[config.mk]
export PLATFORM = sky130hd
export DESIGN_NAME = game_aux_units_flat
export DESIGN_NICKNAME = d
export VERILOG_FILES = /design/src/rtl/game_aux_units_if.sv /design/src/rtl/game_aux_units.sv /design/src/flat_wrapper.sv
export SDC_FILE = /design/constraint.sdc
export NUM_CORES = 1
export LEC_CHECK = 0
export ABC_AREA = 1
export CORE_MARGIN = 2
export CORE_UTILIZATION = 45
export DETAILED_ROUTE_END_ITERATION = 8
export DONT_BUFFER_PORTS = 1
export SETUP_SLACK_MARGIN = 0.05
export SLEW_MARGIN = 20
export SYNTH_ARGS = -nofsm -noshare
export SYNTH_HDL_FRONTEND = slang
export SYNTH_SLANG_ARGS = --single-unit
[constraint.sdc]
create_clock -name clk_i -period 1.6 [get_ports clk_i]
set_clock_uncertainty 0.2 [all_clocks]
set_input_delay 0.32 -clock clk_i [delete_from_list [all_inputs] [get_ports clk_i]]
set_output_delay 0.32 -clock clk_i [all_outputs]
set_load 0.03 [all_outputs]
[src/rtl/game_aux_units_if.sv]
// -----------------------------------------------------------------------------
// game_aux_units_if
// Bundles the rectangle coordinates consumed by game_aux_units together with
// the three result signals it produces (strobe, random number, collision).
//
// Modports
//   master : the game logic side; drives the rectangle bounds and reads results
//   slave  : the aux-unit side; reads the rectangle bounds and drives results
//
// Signals
//   rect1_left/right, rect2_left/right  X_POS_W    horizontal bounds (right exclusive)
//   rect1_top/bottom, rect2_top/bottom  Y_POS_W    vertical bounds (bottom exclusive)
//   strobe_o                            1          one-cycle pulse every PERIOD clocks
//   rnd_num_o                           RND_NUM_W  pseudo-random number
//   collision_o                         1          registered rect1/rect2 overlap flag
// -----------------------------------------------------------------------------
interface game_aux_units_if #(
   parameter int X_POS_W   = 10,
   parameter int Y_POS_W   = 10,
   parameter int RND_NUM_W = 16
);
   logic [X_POS_W-1:0]   rect1_left;
   logic [X_POS_W-1:0]   rect1_right;
   logic [Y_POS_W-1:0]   rect1_top;
   logic [Y_POS_W-1:0]   rect1_bottom;
   logic [X_POS_W-1:0]   rect2_left;
   logic [X_POS_W-1:0]   rect2_right;
   logic [Y_POS_W-1:0]   rect2_top;
   logic [Y_POS_W-1:0]   rect2_bottom;
   logic                 strobe_o;
   logic [RND_NUM_W-1:0] rnd_num_o;
   logic                 collision_o;

   modport master (
      output rect1_left, rect1_right, rect1_top, rect1_bottom,
      output rect2_left, rect2_right, rect2_top, rect2_bottom,
      input  strobe_o, rnd_num_o, collision_o
   );

   modport slave (
      input  rect1_left, rect1_right, rect1_top, rect1_bottom,
      input  rect2_left, rect2_right, rect2_top, rect2_bottom,
      output strobe_o, rnd_num_o, collision_o
   );
endinterface

[src/rtl/game_aux_units.sv]
// -----------------------------------------------------------------------------
// game_aux_units
// Three independent helper units for a small game engine, sharing only the
// clock and reset:
//   * strobe    : one-cycle pulse every PERIOD = CLK_FREQ_HZ/STROBE_FREQ_HZ clocks
//   * random    : 16-bit Fibonacci LFSR (x^16+x^14+x^13+x^11+1), low RND_NUM_W bits out
//   * collision : registered axis-aligned overlap test of two rectangles
//
// Ports
//   clk_i  input   system clock, all state on rising edge
//   rst_i  input   asynchronous active-high reset
//   bus    slave   game_aux_units_if (rectangle bounds in, strobe/rnd/collision out)
// -----------------------------------------------------------------------------
module game_aux_units #(
   parameter int CLK_FREQ_HZ    = 25_000_000,
   parameter int STROBE_FREQ_HZ = 100,
   parameter int X_POS_W        = 10,
   parameter int Y_POS_W        = 10,
   parameter int RND_NUM_W      = 16
) (
   input  logic               clk_i,
   input  logic               rst_i,
   game_aux_units_if.slave    bus
);

   localparam int PERIOD = CLK_FREQ_HZ / STROBE_FREQ_HZ;
   localparam int CNT_W  = (PERIOD >= 2) ? $clog2(PERIOD) : 1;

   localparam logic [CNT_W-1:0] CNT_LAST = CNT_W'(PERIOD - 1);
   localparam logic [CNT_W-1:0] CNT_ONE  = CNT_W'(1);
   localparam logic [15:0]      LFSR_SEED = 16'hACE1;

   // Reject parameter sets that cannot produce a meaningful strobe or output.
   if (PERIOD < 2) begin : g_bad_period
      $error("game_aux_units: PERIOD = CLK_FREQ_HZ / STROBE_FREQ_HZ must be >= 2");
   end
   if (RND_NUM_W < 1 || RND_NUM_W > 16) begin : g_bad_rnd_w
      $error("game_aux_units: RND_NUM_W must be in 1..16");
   end

   logic [CNT_W-1:0] cnt;
   logic             strobe_q;
   logic [15:0]      lfsr;
   logic             lfsr_fb;
   logic             overlap;
   logic             collision_q;

   // Strobe divider: the pulse is registered on the edge where cnt wraps, so
   // the first pulse appears after the PERIOD-th edge following reset release.
   always_ff @(posedge clk_i or posedge rst_i) begin
      if (rst_i) begin
         cnt      <= '0;
         strobe_q <= 1'b0;
      end else if (cnt == CNT_LAST) begin
         cnt      <= '0;
         strobe_q <= 1'b1;
      end else begin
         cnt      <= cnt + CNT_ONE;
         strobe_q <= 1'b0;
      end
   end

   // Taps 15,13,12,10 give the maximal-length polynomial; a nonzero seed can
   // never reach the all-zero lock-up state.
   assign lfsr_fb = lfsr[15] ^ lfsr[13] ^ lfsr[12] ^ lfsr[10];

   always_ff @(posedge clk_i or posedge rst_i) begin
      if (rst_i) begin
         lfsr <= LFSR_SEED;
      end else begin
         lfsr <= {lfsr[14:0], lfsr_fb};
      end
   end

   // Strict comparisons make edge-touching rectangles non-colliding; the
   // explicit size checks keep a degenerate (zero width or height) rectangle
   // from ever colliding, even when it lies strictly inside the other one.
   assign overlap = (bus.rect1_left   <  bus.rect2_right)  &&
                    (bus.rect1_right  >  bus.rect2_left)   &&
                    (bus.rect1_top    <  bus.rect2_bottom) &&
                    (bus.rect1_bottom >  bus.rect2_top)    &&
                    (bus.rect1_left   != bus.rect1_right)  &&
                    (bus.rect1_top    != bus.rect1_bottom) &&
                    (bus.rect2_left   != bus.rect2_right)  &&
                    (bus.rect2_top    != bus.rect2_bottom);

   always_ff @(posedge clk_i or posedge rst_i) begin
      if (rst_i) begin
         collision_q <= 1'b0;
      end else begin
         collision_q <= overlap;
      end
   end

   assign bus.strobe_o    = strobe_q;
   assign bus.rnd_num_o   = lfsr[RND_NUM_W-1:0];
   assign bus.collision_o = collision_q;

endmodule

[src/flat_wrapper.sv]
// flat-port wrapper written by rule: the top's interface ports become plain ports
module game_aux_units_flat 
#(
   parameter int CLK_FREQ_HZ    = 25_000_000,
   parameter int STROBE_FREQ_HZ = 100,
   parameter int X_POS_W        = 10,
   parameter int Y_POS_W        = 10,
   parameter int RND_NUM_W      = 16
)
  (clk_i, rst_i, bus_rect1_left, bus_rect1_right, bus_rect1_top, bus_rect1_bottom, bus_rect2_left, bus_rect2_right, bus_rect2_top, bus_rect2_bottom, bus_strobe_o, bus_rnd_num_o, bus_collision_o);
  game_aux_units_if #(.X_POS_W(X_POS_W), .Y_POS_W(Y_POS_W), .RND_NUM_W(RND_NUM_W)) bus_i ();
  input  logic clk_i;
  input  logic rst_i;
  input wire logic [$bits(bus_i.rect1_left)-1:0] bus_rect1_left;
  input wire logic [$bits(bus_i.rect1_right)-1:0] bus_rect1_right;
  input wire logic [$bits(bus_i.rect1_top)-1:0] bus_rect1_top;
  input wire logic [$bits(bus_i.rect1_bottom)-1:0] bus_rect1_bottom;
  input wire logic [$bits(bus_i.rect2_left)-1:0] bus_rect2_left;
  input wire logic [$bits(bus_i.rect2_right)-1:0] bus_rect2_right;
  input wire logic [$bits(bus_i.rect2_top)-1:0] bus_rect2_top;
  input wire logic [$bits(bus_i.rect2_bottom)-1:0] bus_rect2_bottom;
  output wire logic [$bits(bus_i.strobe_o)-1:0] bus_strobe_o;
  output wire logic [$bits(bus_i.rnd_num_o)-1:0] bus_rnd_num_o;
  output wire logic [$bits(bus_i.collision_o)-1:0] bus_collision_o;
  assign bus_i.rect1_left = bus_rect1_left;
  assign bus_i.rect1_right = bus_rect1_right;
  assign bus_i.rect1_top = bus_rect1_top;
  assign bus_i.rect1_bottom = bus_rect1_bottom;
  assign bus_i.rect2_left = bus_rect2_left;
  assign bus_i.rect2_right = bus_rect2_right;
  assign bus_i.rect2_top = bus_rect2_top;
  assign bus_i.rect2_bottom = bus_rect2_bottom;
  assign bus_strobe_o = bus_i.strobe_o;
  assign bus_rnd_num_o = bus_i.rnd_num_o;
  assign bus_collision_o = bus_i.collision_o;
  game_aux_units #(.CLK_FREQ_HZ(CLK_FREQ_HZ), .STROBE_FREQ_HZ(STROBE_FREQ_HZ), .X_POS_W(X_POS_W), .Y_POS_W(Y_POS_W), .RND_NUM_W(RND_NUM_W)) u_core (.clk_i(clk_i), .rst_i(rst_i), .bus(bus_i));
endmodule
==> metrics.yaml <==
status: "complete, but fails checks"
violations: "negative setup slack"
cp_max_fo: 7
end_kind: "flop"
firstDrtPassIters: 4
worstSkewPairLatency_ps: 280
synth-seq-cells: 36
rsz0062_at_grt: "true"
start_kind: "flop"
areaGrowthSynthToFinish_pct: 9.96
switching_power_w: 0.000541
drv_slew: 0
p_sw_share_pct: 26.0
synthCells: 458
drive_above_1_share_pct: 9.00
initial_core_util_pct: 46.5
synth_area_leaders: "dfrtp_1 (22%), nand2_1 (16%), ha_1 (16%)"
synth_most_common_cell: "nand2_1"
cts.sinks: 36
synthesis.area_um2: 3140
dr_total_vias: 2626
grt_pass1_wl_mm: 11.1
crit_chain: "ha_2 > nand2_2 > nor2_2 > inv_1 > or2_4 > nor2_4 > nand2_4 > and3_4"
num_rows: 30
setup_violations: 11
wl_per_cell_um: 11.7
chipHeight_um: 87.6
ant_nets: 0
coreArea_um2: 6760
cts_buffer_depth: 2
leakage_nw: 2.09
comb_power_share_pct: 18.6
drt_iter0_markers: 107
required_ps: 1580
cts_root_buf: "clkbuf_8"
postLayoutSetupSlackWorst_ps: -88.5
critPathTopFamily: "simple AND/OR/NAND/NOR gates"
power_frac_seq_pct: 44.0
drc_errors: 0
syn_nets: 579
ys_seq_area_share_pct: 29.0
diodes: 0
synth_edf_count: 0
cp_num_buf_inv: 1
synth_top_area_share_pct: 22.3
finalHoldViolCount: 0
place_ws_ps: -93.5
worst_slew_pin_slew_ps: 349
io-pin-count: 100
slew_headroom_pct: 76.8
viasPerCell: 4.71
die_w_um: 87.6
die_area_um2: 7670
cp_slowest_cell: "dfrtp_1"
powerDensity_nw_per_um2: 602
synth_cell_type_count: 30
finalWirelength_mm: 6.54
cts_made_buffers: 5
ys_warn_count: 0
track_usage_pct: 18.1
max-vdd-ir-drop_v: 0.000316
slowest_delay_ps: 350
grt-ovfl-total: 0
fmax_mhz: 592
avgSynthCellArea_um2: 6.86
clk_pin_slew_ps: 70
critPathKind: "flop to flop"
async_flop_share_pct: 100
cp_data_arrival_time_ps: 1670
grt_max_degree: 23
hold-worst-slack_ps: 238
cts_tree: "yes"
antenna_found_initial: 0
internal_power_w: 0.00154
yosys.area.top_type: "dfrtp_1"
drv_cap: 0
min_period_over_period_pct: 106
hpwl_mm: 5.65
clkPwrFrac_pct: 37.4
gp_congestion: 0.844
cts.htree.levels: 2
synthTopCellsByCount: "nand2_1 (138), inv_1 (101), nor2_1 (52)"
nets: 598
grt_pass1_vias: 2608
min_period_ps: 1690
yosys_most_used_dff: "dfrtp_1"
min_path_type: "flop to flop"
port_buffers: 0
==> sequential cells by signal, summed over array words and instances, names as in the netlist <==
signal,cells
u_core.cnt,18
u_core.bus.strobe_o,1
u_core.bus.rnd_num_o,16
u_core.bus.collision_o,1
==> worst reg2reg max path, delay by kind of cell (launching register included) <==
| family | cells | cell delay, ps |
|---|---|---|
| buffers and inverters | 1 | 60 |
| AND/OR/NAND/NOR | 6 | 790 |
| flip-flops | 1 | 350 |
| adder cells (fa/ha/maj) | 1 | 190 |
==> logic make-up after synthesis <==
kind of cell / synth area share, %
buffers and inverters: 12.2
adder cells (fa/ha/maj): 15.5
flip-flops: 29.0
AND/OR/NAND/NOR: 31.3
AO/OA/AOI/OAI: 4.46
XOR/XNOR: 7.53
==> layout make-up <==
type / count / area, um^2
fillers: 684 / 3300
multi-input cells: 320 / 1860
flip-flops and latches: 36 / 911
inverters: 102 / 383
well taps: 80 / 100
repair buffers: 12 / 92.6
clock buffers: 6 / 72.6
clock inverters: 2 / 35.0
==> layout by cell type, fill, tap and decap left out, types with 2 or more instances in the layout <==
master,n
nand3_1,18
dfstp_2,8
nand2_1,137
nor3_2,2
clkbuf_8,5
nor3_4,2
o21ai_1,3
buf_4,11
dfrtp_1,28
inv_1,101
nor2_1,51
nor3_1,2
o21ai_0,8
nor2_2,2
xor2_1,24
nand2_2,2
ha_1,38
xnor2_1,3
a21oi_1,14
==> worst paths after layout <==
| check | start | endpoint | slack (ps) | cells after the start |
|---|---|---|---|---|
| max | u_core.cnt[0]$_DFF_PP0_ | u_core.cnt[16]$_DFF_PP0_ | -90 | 8 |
| min | u_core.bus.rnd_num_o[6]$_DFF_PP1_ | u_core.bus.rnd_num_o[7]$_DFF_PP1_ | 240 | 0 |
| max reg2reg | u_core.cnt[0]$_DFF_PP0_ | u_core.cnt[16]$_DFF_PP0_ | -90 | 8 |
| min reg2reg | u_core.bus.rnd_num_o[6]$_DFF_PP1_ | u_core.bus.rnd_num_o[7]$_DFF_PP1_ | 240 | 0 |
| max in group asynchronous | rst_i | u_core.bus.rnd_num_o[0]$_DFF_PP1_ | 580 | 3 |
| min in group asynchronous | rst_i | u_core.bus.rnd_num_o[12]$_DFF_PP0_ | 300 | 3 |
==> stage by stage <==
| step | cells | utilization [%] | total power, W | instance area, um^2 | setup TNS [ps] |
|---|---|---|---|---|---|
| after floorplan | 458 | - | 0.00124 | 3140 | -22.9 |
| after global placement | 548 | 49.1 | 0.00131 | 3320 | -152 |
| after detailed placement | 548 | 49.1 | 0.00132 | 3320 | -556 |
| after CTS | 557 | 50.9 | 0.00211 | 3440 | -648 |
| after global routing | 558 | 51.1 | 0.00221 | 3450 | -1900 |
| final | 558 | 51.1 | 0.00208 | 3450 | -538 |
==> metal layers <==
metal / track usage [%] / part of all wire, % / wire [um]
met4: 4.06 / 0.38 / 25
met1: 22.3 / 43 / 2840
met5: 0 / 0 / 0
met2: 31.1 / 49 / 3230
met3: 5.66 / 6.8 / 442
==> power groups by stage <==
stage / Clock (W) / Sequential [W] / Combinational, W
floorplan: 0 / 0.000933 / 0.000305
global placement: 0 / 0.000933 / 0.000381
detailed placement: 0 / 0.000933 / 0.000389
CTS: 0.000796 / 0.000917 / 0.000394
global route: 0.000832 / 0.000916 / 0.000466
finish: 0.000777 / 0.000917 / 0.000387
==> repair_timing <==
item                                    CTS  global route
hold buffers                              1             0
hold endpoints to repair                 35             0
endpoints found under the setup margin   13            15
gates resized for setup                   1             3
buffers inserted                          0             1
pin swaps                                 0             2
Power figures use the tool's default switching activity.
==> variant 1 (config.mk and constraints unchanged) <==
`CLK_FREQ_HZ` is set to 25_000_000 in 2 places; all go to 50_000_000.
--- a/src/rtl/game_aux_units.sv
+++ b/src/rtl/game_aux_units.sv
@@ -13,5 +13,5 @@
 // -----------------------------------------------------------------------------
 module game_aux_units #(
-   parameter int CLK_FREQ_HZ    = 25_000_000,
+   parameter int CLK_FREQ_HZ    = 50_000_000,
    parameter int STROBE_FREQ_HZ = 100,
    parameter int X_POS_W        = 10,
--- a/src/flat_wrapper.sv
+++ b/src/flat_wrapper.sv
@@ -2,5 +2,5 @@
 module game_aux_units_flat 
 #(
-   parameter int CLK_FREQ_HZ    = 25_000_000,
+   parameter int CLK_FREQ_HZ    = 50_000_000,
    parameter int STROBE_FREQ_HZ = 100,
    parameter int X_POS_W        = 10,
Formal check against the unedited RTL: no difference found for any inputs over 10 cycles, from zero or initial values and one cycle with rst_i high; that may be too few to reach the edited logic, so the function may still have changed.
==> variant 1 against the unedited design <==
The flow still finishes with violations (setup timing). Power increased by 10%. Worst setup slack improved by 0.053 ns. Fmax increased by 3.3%. Count of clock-buffer cells in the layout decreased by 1. Largest cell class unchanged. Area after synthesis about the same. Critical endpoint is now u_core.cnt[13]. Routed wire length increased by 5.6%. Via count increased by 2.5%. Clock power increased by 26%. Design area increased by 6.4%. Sequential cell count increased by 1. Combinational power decreased by 3%. Non-clock buffer count increased by 12.
==> variant 1: results (changes against the unedited design) <==
{
  "status": {
    "outcome": {"value": "complete, but fails checks", "change": "unchanged"},
    "violations": {"value": "setup timing", "change": "unchanged"}
  },
  "finish": {
    "nNonClkBuffers": {"value": 24, "change": "was 12"},
    "sh_seq_area": {"value": 25.48, "unit": "%", "change": "was 26.37%"},
    "number_of_flip_flops_in_the_largest_register": {"value": 19, "change": "was 18"},
    "number_of_nets_at_the_end_of_the_flow": {"value": 601, "change": "was 598"},
    "post_route_cells_drive_above_1_share": {"value": 12.89, "unit": "%", "change": "was 8.996%"}
  },
  "yosys": {
    "netlist_top_cells_area": {"value": "dfrtp_1, nand2_1, ha_1", "change": "unchanged"},
    "yosysUniqueCellTypes": {"value": 28, "change": "was 30"},
    "gate_count_of_the_mapped_netlist": {"value": 449, "change": "was 458"},
    "synth-adder-area-share": {"value": 15.52, "unit": "%", "change": "was 15.53%"},
    "synth_area": {"value": 3144, "unit": "sq um", "change": "was 3142 sq um"}
  },
  "place": {
    "pre_cts_slack": {"value": -0.05323, "unit": "ns", "change": "was -0.09347 ns"},
    "gp_routability_congestion": {"value": 0.8117, "change": "was 0.8440"}
  },
  "drt": {
    "met3WireLength": {"value": 472, "unit": "microns", "change": "was 442 microns"},
    "drt-vias-per-instance": {"value": 4.666, "change": "was 4.706"},
    "initial_drt_markers": {"value": 39, "change": "was 107"}
  },
  "sta": {
    "worst_slack": {"value": -0.03519, "unit": "ns", "change": "was -0.08849 ns"},
    "tightest_slew": {"value": 0.3545, "unit": "ns", "change": "was 0.3486 ns"},
    "count_of_endpoints_failing_setup_in_the_final_report": {"value": 6, "change": "was 11"}
  },
  "grt": {
    "met3_resource_use_gr": {"value": 5.467, "unit": "%", "change": "was 5.655%"},
    "met2_usage": {"value": 30.51, "unit": "%", "change": "was 31.06%"},
    "grt_pass1_wl": {"value": 11.23, "unit": "mm", "change": "was 11.07 mm"}
  },
  "critical_path": {
    "biggest_cell_delay_along_the_critical_path": {"value": 0.40, "unit": "ns", "change": "was 0.35 ns"}
  },
  "power_and_ir_drop": {
    "clock_power_share": {"value": 42.6, "unit": "%", "change": "was 37.4%"},
    "share_of_power_burned_in_combinational_logic": {"value": 16.4, "unit": "%", "change": "was 18.6%"}
  }
}
[variant 1: path summary, 6_finish.rpt]
| check | from | end | slack (ns) | cells past startpoint |
|---|---|---|---|---|
| max in group asynchronous | rst_i | u_core.bus.rnd_num_o[15] | 0.64 | 3 |
| worst min register to register | u_core.bus.rnd_num_o[5] | u_core.bus.rnd_num_o[6] | 0.24 | 0 |
| min in group asynchronous | rst_i | u_core.bus.rnd_num_o[2] | 0.31 | 3 |
| worst max-delay path | u_core.cnt[1] | u_core.cnt[13] | -0.04 | 7 |
| worst min-delay path | u_core.bus.rnd_num_o[5] | u_core.bus.rnd_num_o[6] | 0.24 | 0 |
| worst max register to register | u_core.cnt[1] | u_core.cnt[13] | -0.04 | 7 |
[variant 1: worst reg2reg max path, cell delays in order, from the launching register on]
cell	delay [ns]
dfrtp_1	0.40
ha_2	0.21
nand3_1	0.13
nor4_2	0.20
nand3_1	0.13
buf_6	0.16
nand3_1	0.07
inv_1	0.04
==> variant 2 (config.mk and constraints unchanged) <==
Without the edit above. Reset style: synchronous (`rst_i`), changed in 3 clocked blocks. Comments in the files are not updated.
--- a/src/rtl/game_aux_units.sv
+++ b/src/rtl/game_aux_units.sv
@@ -48,5 +48,5 @@
    // Strobe divider: the pulse is registered on the edge where cnt wraps, so
    // the first pulse appears after the PERIOD-th edge following reset release.
-   always_ff @(posedge clk_i or posedge rst_i) begin
+   always_ff @(posedge clk_i) begin
       if (rst_i) begin
          cnt      <= '0;
@@ -65,5 +65,5 @@
    assign lfsr_fb = lfsr[15] ^ lfsr[13] ^ lfsr[12] ^ lfsr[10];
 
-   always_ff @(posedge clk_i or posedge rst_i) begin
+   always_ff @(posedge clk_i) begin
       if (rst_i) begin
          lfsr <= LFSR_SEED;
@@ -85,5 +85,5 @@
                     (bus.rect2_top    != bus.rect2_bottom);
 
-   always_ff @(posedge clk_i or posedge rst_i) begin
+   always_ff @(posedge clk_i) begin
       if (rst_i) begin
          collision_q <= 1'b0;
Function: differs if rst_i is asserted again (counterexample within 4 cycles, from zero or initial values and one cycle with rst_i high); with rst_i held inactive, the same outputs for 10 cycles.
==> variant 2 against the unedited design <==
Sequential power grew 10%. Power is 0.16% higher. Combinational power up 10%. Global-route usage rose by 1.0 points. Worst setup slack improved by 0.11 ns. Sequential cell count did not move. Hold slack worse by 0.094 ns. Area after synthesis shrank 2.0%. Design area fell by 0.72%. Routed wire length grew 6.8%. Clock power fell by 17%. Critical endpoint is now u_core.cnt[14]. Largest power group unchanged.
==> variant 2: results (changes against the unedited design) <==
{
  "finish": {
    "number_of_nets_at_the_end_of_the_flow": {"value": 624, "change": "was 598"},
    "area_growth_syn_to_layout": {"value": 11.38, "unit": "%", "change": "was 9.956%"},
    "nNonClkBuffers": {"value": 19, "change": "was 12"},
    "post_route_cells_drive_above_1_share": {"value": 10.91, "unit": "%", "change": "was 8.996%"},
    "multi_input_comb_area": {"value": 2022, "unit": "sq um", "change": "was 1861 sq um"}
  },
  "hold_path": {
    "hold_path_class": {"value": "input port to flip-flop", "change": "was flip-flop to flip-flop"}
  },
  "grt": {
    "met2_usage": {"value": 33.22, "unit": "%", "change": "was 31.06%"},
    "grt_max_degree": {"value": 18, "change": "was 23"}
  },
  "place": {
    "pre_cts_slack": {"value": 0.004536, "unit": "ns", "change": "was -0.09347 ns"},
    "placed_cells_incl_taps": {"value": 567, "change": "was 548"},
    "gp_routability_congestion": {"value": 0.8060, "change": "was 0.8440"},
    "post-dp-hpwl": {"value": 5.922, "unit": "mm", "change": "was 5.645 mm"},
    "placed_standard_cell_area": {"value": 3234, "unit": "sq um", "change": "was 3319 sq um"}
  },
  "power_and_ir_drop": {
    "vdd_drop_max": {"value": 290.0, "unit": "uV", "change": "was 315.6 uV"},
    "clock_power_share": {"value": 31.1, "unit": "%", "change": "was 37.4%"},
    "share_of_power_burned_in_combinational_logic": {"value": 20.4, "unit": "%", "change": "was 18.6%"},
    "pwrdens": {"value": 607.7, "unit": "nW/um^2", "change": "was 602.4 nW/um^2"}
  },
  "status": {
    "outcome": {"value": "finished clean", "change": "was complete, but fails checks"}
  },
  "cts": {
    "postCtsResizedCells": {"value": 3, "change": "was 1"}
  },
  "yosys": {
    "ys_seq_area_share": {"value": 23.41, "unit": "%", "change": "was 28.99%"},
    "synth_area": {"value": 3079, "unit": "sq um", "change": "was 3142 sq um"},
    "netlist_top_cells_area": {"value": "dfxtp_1, ha_1, nand2_1", "change": "was dfrtp_1, nand2_1, ha_1"}
  },
  "drt": {
    "average_routed_wire_per_standard_cell": {"value": 11.96, "unit": "microns", "change": "was 11.72 microns"},
    "vias": {"value": 2828, "change": "was 2626"},
    "initial_drt_markers": {"value": 38, "change": "was 107"}
  },
  "sta": {
    "tightest_slew": {"value": 0.5302, "unit": "ns", "change": "was 0.3486 ns"},
    "clock.fmax": {"value": 0.6323, "unit": "GHz", "change": "was 0.5922 GHz"}
  },
  "critical_path": {
    "regToRegSetupSlack": {"value": 0.02, "unit": "ns", "change": "was -0.09 ns"}
  }
}
-- variant 2: changes by cell type after synthesis, sizes merged, moves of 4 or more --
cell | before | now
inv | 102 | 93
dfrtp | 28 | 0
a21oi | 14 | 18
nand4 | 2 | 6
dfstp | 8 | 0
nor2 | 54 | 73
nand2 | 140 | 133
or2 | 2 | 9
dfxtp | 0 | 36
-- variant 2: worst paths after layout --
kind                   from  cells after the start             end
min reg2reg  u_core.cnt[15]                      2  u_core.cnt[15]
min                   rst_i                      4  u_core.cnt[14]
max           u_core.cnt[0]                      8  u_core.cnt[14]
max reg2reg   u_core.cnt[0]                      8  u_core.cnt[14]
-- variant 2: logic make-up (layout without fill, tap and decap cells) --
kind of cell,Yosys count,in the layout,share of synthesized area (%)
AOI/OAI and AO/OA,30,30,5.079
xor gates and xnor gates,27,27,7.680
adders and majority gates,39,39,15.85
buffers and inverters,97,120,11.99
DFF,36,36,23.41
and+or+nand+nor,252,252,36.00
